===== src/rtl/mem_access_unit.sv =====
// MEM pipeline stage: issues loads/stores to data memory over a valid/ready handshake
// and produces registered MEM/WB results. Define MEM_ALIGN_CHECK_EN to fault misaligned accesses.
module mem_access_unit #(
    parameter int CORE         = 0,
    parameter int DATA_WIDTH   = 32,
    parameter int ADDRESS_BITS = 20
) (
    input  logic                    clock,
    input  logic                    reset,
    input  logic                    mem_load,
    input  logic                    mem_store,
    input  logic                    mem_regWrite,
    input  logic [DATA_WIDTH-1:0]   mem_ALU_result,
    input  logic [DATA_WIDTH-1:0]   mem_store_data,
    input  logic [4:0]              mem_rd,
    output logic                    dmem_req_valid,
    input  logic                    dmem_req_ready,
    output logic                    dmem_req_we,
    output logic [ADDRESS_BITS-1:0] dmem_req_addr,
    output logic [DATA_WIDTH-1:0]   dmem_req_wdata,
    input  logic                    dmem_resp_valid,
    input  logic [DATA_WIDTH-1:0]   dmem_resp_rdata,
    output logic                    stall,
    output logic                    wb_valid,
    output logic                    wb_regWrite,
    output logic [4:0]              wb_rd,
    output logic [DATA_WIDTH-1:0]   wb_data,
    output logic                    misaligned_fault
);

    typedef enum logic [1:0] {IDLE = 2'd0, REQ = 2'd1, WAIT = 2'd2} state_t;

    state_t                  state_reg;
    logic                    req_valid_reg;
    logic                    we_reg;
    logic [ADDRESS_BITS-1:0] addr_reg;
    logic [DATA_WIDTH-1:0]   wdata_reg;
    logic [4:0]              rd_reg;
    logic                    regwrite_reg;
    logic                    wb_valid_reg;
    logic                    wb_regwrite_reg;
    logic [4:0]              wb_rd_reg;
    logic [DATA_WIDTH-1:0]   wb_data_reg;

    logic mem_op;
    logic misaligned;
    logic unused_bits;

    assign mem_op      = mem_load | mem_store;
    assign unused_bits = ^{mem_ALU_result, CORE};

`ifdef MEM_ALIGN_CHECK_EN
    logic fault_reg;
    assign misaligned       = mem_op && (mem_ALU_result[1:0] != 2'b00);
    assign misaligned_fault = fault_reg;
`else
    assign misaligned       = 1'b0;
    assign misaligned_fault = 1'b0;
`endif

    assign dmem_req_valid = req_valid_reg;
    assign dmem_req_we    = we_reg;
    assign dmem_req_addr  = addr_reg;
    assign dmem_req_wdata = wdata_reg;
    assign wb_valid       = wb_valid_reg;
    assign wb_regWrite    = wb_regwrite_reg;
    assign wb_rd          = wb_rd_reg;
    assign wb_data        = wb_data_reg;

    // Stall drops in the cycle the open access retires so EX/MEM advances on that edge.
    always_comb begin
        stall = 1'b0;
        case (state_reg)
            IDLE:    stall = mem_op && !misaligned;
            REQ:     stall = !(dmem_req_ready && (we_reg || dmem_resp_valid));
            WAIT:    stall = !dmem_resp_valid;
            default: stall = 1'b0;
        endcase
    end

    always_ff @(posedge clock or posedge reset) begin
        if (reset) begin
            state_reg       <= IDLE;
            req_valid_reg   <= 1'b0;
            we_reg          <= 1'b0;
            addr_reg        <= '0;
            wdata_reg       <= '0;
            rd_reg          <= 5'd0;
            regwrite_reg    <= 1'b0;
            wb_valid_reg    <= 1'b0;
            wb_regwrite_reg <= 1'b0;
            wb_rd_reg       <= 5'd0;
            wb_data_reg     <= '0;
`ifdef MEM_ALIGN_CHECK_EN
            fault_reg       <= 1'b0;
`endif
        end else begin
            wb_valid_reg <= 1'b0;
`ifdef MEM_ALIGN_CHECK_EN
            fault_reg    <= 1'b0;
`endif
            case (state_reg)
                IDLE: begin
                    if (misaligned) begin
                        wb_valid_reg    <= 1'b1;
                        wb_regwrite_reg <= 1'b0;
                        wb_rd_reg       <= mem_rd;
                        wb_data_reg     <= mem_ALU_result;
`ifdef MEM_ALIGN_CHECK_EN
                        fault_reg       <= 1'b1;
`endif
                    end else if (mem_op) begin
                        // A load with the store bit also set is issued as a load.
                        we_reg        <= mem_store && !mem_load;
                        addr_reg      <= mem_ALU_result[ADDRESS_BITS+1:2];
                        wdata_reg     <= mem_store_data;
                        rd_reg        <= mem_rd;
                        regwrite_reg  <= mem_regWrite;
                        req_valid_reg <= 1'b1;
                        state_reg     <= REQ;
                    end else begin
                        wb_valid_reg    <= 1'b1;
                        wb_regwrite_reg <= mem_regWrite && (mem_rd != 5'd0);
                        wb_rd_reg       <= mem_rd;
                        wb_data_reg     <= mem_ALU_result;
                    end
                end
                REQ: begin
                    if (dmem_req_ready) begin
                        req_valid_reg <= 1'b0;
                        if (we_reg) begin
                            wb_valid_reg    <= 1'b1;
                            wb_regwrite_reg <= 1'b0;
                            wb_rd_reg       <= rd_reg;
                            state_reg       <= IDLE;
                        end else if (dmem_resp_valid) begin
                            wb_valid_reg    <= 1'b1;
                            wb_regwrite_reg <= regwrite_reg && (rd_reg != 5'd0);
                            wb_rd_reg       <= rd_reg;
                            wb_data_reg     <= dmem_resp_rdata;
                            state_reg       <= IDLE;
                        end else begin
                            state_reg <= WAIT;
                        end
                    end
                end
                WAIT: begin
                    if (dmem_resp_valid) begin
                        wb_valid_reg    <= 1'b1;
                        wb_regwrite_reg <= regwrite_reg && (rd_reg != 5'd0);
                        wb_rd_reg       <= rd_reg;
                        wb_data_reg     <= dmem_resp_rdata;
                        state_reg       <= IDLE;
                    end
                end
                default: state_reg <= IDLE;
            endcase
        end
    end

endmodule


===== config.mk =====
export PLATFORM = sky130hd
export DESIGN_NAME = mem_access_unit
export DESIGN_NICKNAME = d
export VERILOG_FILES = /design/src/rtl/mem_access_unit.sv
export SDC_FILE = /design/constraint.sdc
export NUM_CORES = 1
export LEC_CHECK = 0
export ABC_AREA = 0
export CORE_ASPECT_RATIO = 0.9
export CORE_MARGIN = 3
export CORE_UTILIZATION = 38
export CTS_CLUSTER_DIAMETER = 60
export DETAILED_ROUTE_END_ITERATION = 12
export GPL_ROUTABILITY_DRIVEN = 0
export PLACE_DENSITY = 0.84
export SLEW_MARGIN = 15
export SYNTH_ARGS = -nofsm -noshare
export SYNTH_HDL_FRONTEND = slang
export SYNTH_SLANG_ARGS = --single-unit

===== constraint.sdc =====
create_clock -name clock -period 3.4 [get_ports clock]
set_clock_uncertainty 0.2 [all_clocks]
set_input_delay 0.51 -clock clock [delete_from_list [all_inputs] [get_ports clock]]
set_output_delay 0.51 -clock clock [all_outputs]
set_load 0.01 [all_outputs]

==> metrics.md <==
| Metric | Value |
|---|---|
| Area growth syn-to-layout | `52.7%` |
| Yosys warns | `0` |
| Post-Synthesis Cells | `between 400 and 500` |
| Register bit total from synthesis | `101` |
| Final Max Slew Viols | `0` |
| Crit share post-route | `90.2%` |
| Port bufs | `201` |
| Static leakage | `0.00323 uW` |
| Dpl hpwl | `9200 um` |
| Area contributors post-synth | `dfrtp_1 55%, nand2_1 15%, mux2_4 9.8%, mux2_2 8.3%, ha_1 1.4%` |
| Yosys cell types | `34` |
| Maximum VDD drop | `470 uV` |
| Highest Signal Layer | `met5` |
| Critical Path AT | `2.36 ns` |
| Vias per cell | `approximately 4.7` |
| CP Launch Type | `register` |
| Placed insts | `slightly below 800` |
| CTS Hold Bufs | `0` |
| Worst-case reg-to-reg path depth | `7` |
| Post-CTS Setup Inserts | `0` |
| Outcome | `finished clean` |
| Post-synthesis sequential area ratio | `54.8%` |
| Height of the die | `110 um` |
| Initial Utilization | `39.7%` |
| First-pass GRT wire length | `19600 um` |
| Met3 WL | `884 um` |
| Ratio of cells with drive above 1 in the final layout | `between 10% and 20%` |
| Final nets | `739` |
| Reg2Reg Capture Point | `wb_data[30]` |
| Core Rows | `37` |
| Pwr dens | `1030 mW/mm2` |
| GRT Total Usage | `18.2%` |
| Crit. End Element | `primary output` |
| I/O pin cnt | `203` |
| DRC viols | `0` |
| Commonest non-fill, non-tap cells in the layout | `201 x clkdlybuf4s50_1, 181 x nand2_1, 101 x dfrtp_1` |
| Initial DRC count | `119` |
| CP Capture Point | `stall` |
| Mapped cell area | `0.00461 mm2` |
| WL met2 | `6060 um` |
| Sinks on Clock Net | `101` |
| Syn avg cell area | `10.7 um2` |
| WP data required | `between 2 and 3 ns` |
| Fmax | `about 330 MHz` |
| TritonCTS clock tree | `yes` |
| Via count | `3693` |
| Initial antenna violation count | `1` |
| Area occupied by multi-input gates | `0.00192 mm2` |
| CP Class | `register to primary output` |
| DR WL/cell | `approximately 16 um` |
| PostCTS Resize Cnt | `0` |
| Fin cells | `787` |
| Worst Tran Pin Value | `around 0.60 ns` |
| Max cap viols | `0` |
| Met1 WL | `5200 um` |
| Reg2reg setup slack | `0.96 ns` |
| Skew-Pair Late Insertion Delay | `0.33 ns` |
| DR pass1 iterations | `4` |
| DIE AREA | `0.0135 mm2` |
| Chip Width | `122 um` |
| Fillers | `933` |
| Vias in the first global route | `about 3900` |
| Hold Crit Class | `register to register` |
| Remaining Overflow, GRT | `0` |
| Seq. cell area | `0.00253 mm2` |
| Final setup viols | `0` |
| Reg2reg start | `state_reg[1]` |
| Hold Violations, Final | `0` |
| Top cell type's share of synthesized area | `54.8%` |
| Number of antenna diodes | `0` |
| Max FO, Critical Path | `8` |
| Normalized max-slew margin | `between 50% and 60%` |
| Leading area contributor after synthesis | `dfrtp_1` |
| Pin count of the biggest net entering global routing | `between 50 and 60` |
| Post-route ant nets | `0` |
| Most common cell after layout, fill and taps aside | `clkdlybuf4s50_1` |
| TritonCTS buffer count | `9` |
| Max Root-Sink Buffers | `2` |
| RSZ-0062 raised after global routing | `no` |
| Routed WL | `12400 um` |
| Critical path startpoint | `state_reg[1]` |
| Synthesized Nets | `542` |
| Fin crit period | `3.07 ns` |
| H-tree depth | `3` |
| Fin Setup TNS | `0 ns` |
| Core area | `0.0116 mm2` |
| Clock root cell | `clkbuf_16` |
| Reg clk slew, reported paths | `~0.070 ns` |
-- through the flow --
step | utilization, % | setup slack [ns] | cell area [um2] | total power (uW) | hold slack, ns
floorplan | - | 0.0429 | 4610 | 4660 | 0.245
global placement | 58.1 | 0.528 | 6750 | 6180 | 0.257
detailed placement | 58.1 | 0.466 | 6750 | 6310 | 0.263
CTS | 60.6 | 0.334 | 7040 | 7330 | 0.284
global route | 60.6 | 0.234 | 7040 | 7730 | 0.300
finish | 60.6 | 0.334 | 7040 | 7240 | 0.279
-- report_power, final --
group          switching (uW)  leakage [uW]  total [uW]  internal (uW)
clock                     461      0.000133         972            511
sequential                366       0.00122        2190           1830
combinational            1810       0.00187        4080           2270
-- cell families after synthesis --
family          after synthesis  synth area share [%]
simple gates                202                  17.8
flops                       101                  54.8
mux                          66                  18.5
buf+inv                      28                  3.77
compound gates               26                  3.66
fa+ha+maj                     5                  1.36
other cells                   1                0.0814
-- critical path, cell delays in order, from the launching register on --
cell and delay, ns:
dfrtp_1 0.40, inv_1 0.13, ha_1 0.34, and2b_1 0.28, nor2_1 0.05, o21ai_0 0.07
nor2b_1 0.17, clkdlybuf4s50_1 0.58
-- Yosys cell counts, drive strengths merged --
cell type	instances
a21oi	5
a221oi	1
a31oi	6
and2b	1
and3	1
buf	9
clkbuf	14
conb	1
dfrtp	101
ha	5
inv	5
mux2	64
mux2i	2
nand2	181
nand3	1
nor2	4
nor2b	7
nor3	2
nor4b	1
o21a	2
o21ai	6
o22a	1
o2bb2ai	5
or3	1
or3b	1
or4	1
or4b	1
-- area by class of cell --
class / count / area share [%]
Sequential cell: 101 / 35.9
Timing Repair Buffer: 209 / 29.6
Multi-Input combinational cell: 300 / 27.3
Clock buffer: 10 / 3.25
Tap cell: 156 / 2.77
Clock inverter: 6 / 0.782
Inverter: 5 / 0.302
-- per-layer routing --
layer  vias up  GRT usage [%]
li1       1793              -
met1      1742           22.5
met2       140           30.9
met3        16           4.92
met4         2           5.45
met5         -              0
-- worst min path at each step --
| stage | endpoint | cells past startpoint | slack, ns | from |
|---|---|---|---|---|
| finish | dmem_req_wdata[30] | 2 | 0.28 | dmem_req_wdata[30] |
| floorplan | regwrite_reg | 2 | 0.25 | regwrite_reg |
| CTS | dmem_req_wdata[30] | 2 | 0.28 | dmem_req_wdata[30] |
| detailed placement | dmem_req_addr[13] | 2 | 0.26 | dmem_req_addr[13] |
| global placement | dmem_req_wdata[23] | 2 | 0.26 | dmem_req_wdata[23] |
| global route | dmem_req_wdata[30] | 2 | 0.30 | dmem_req_wdata[30] |
Power figures use the tool's default switching activity.
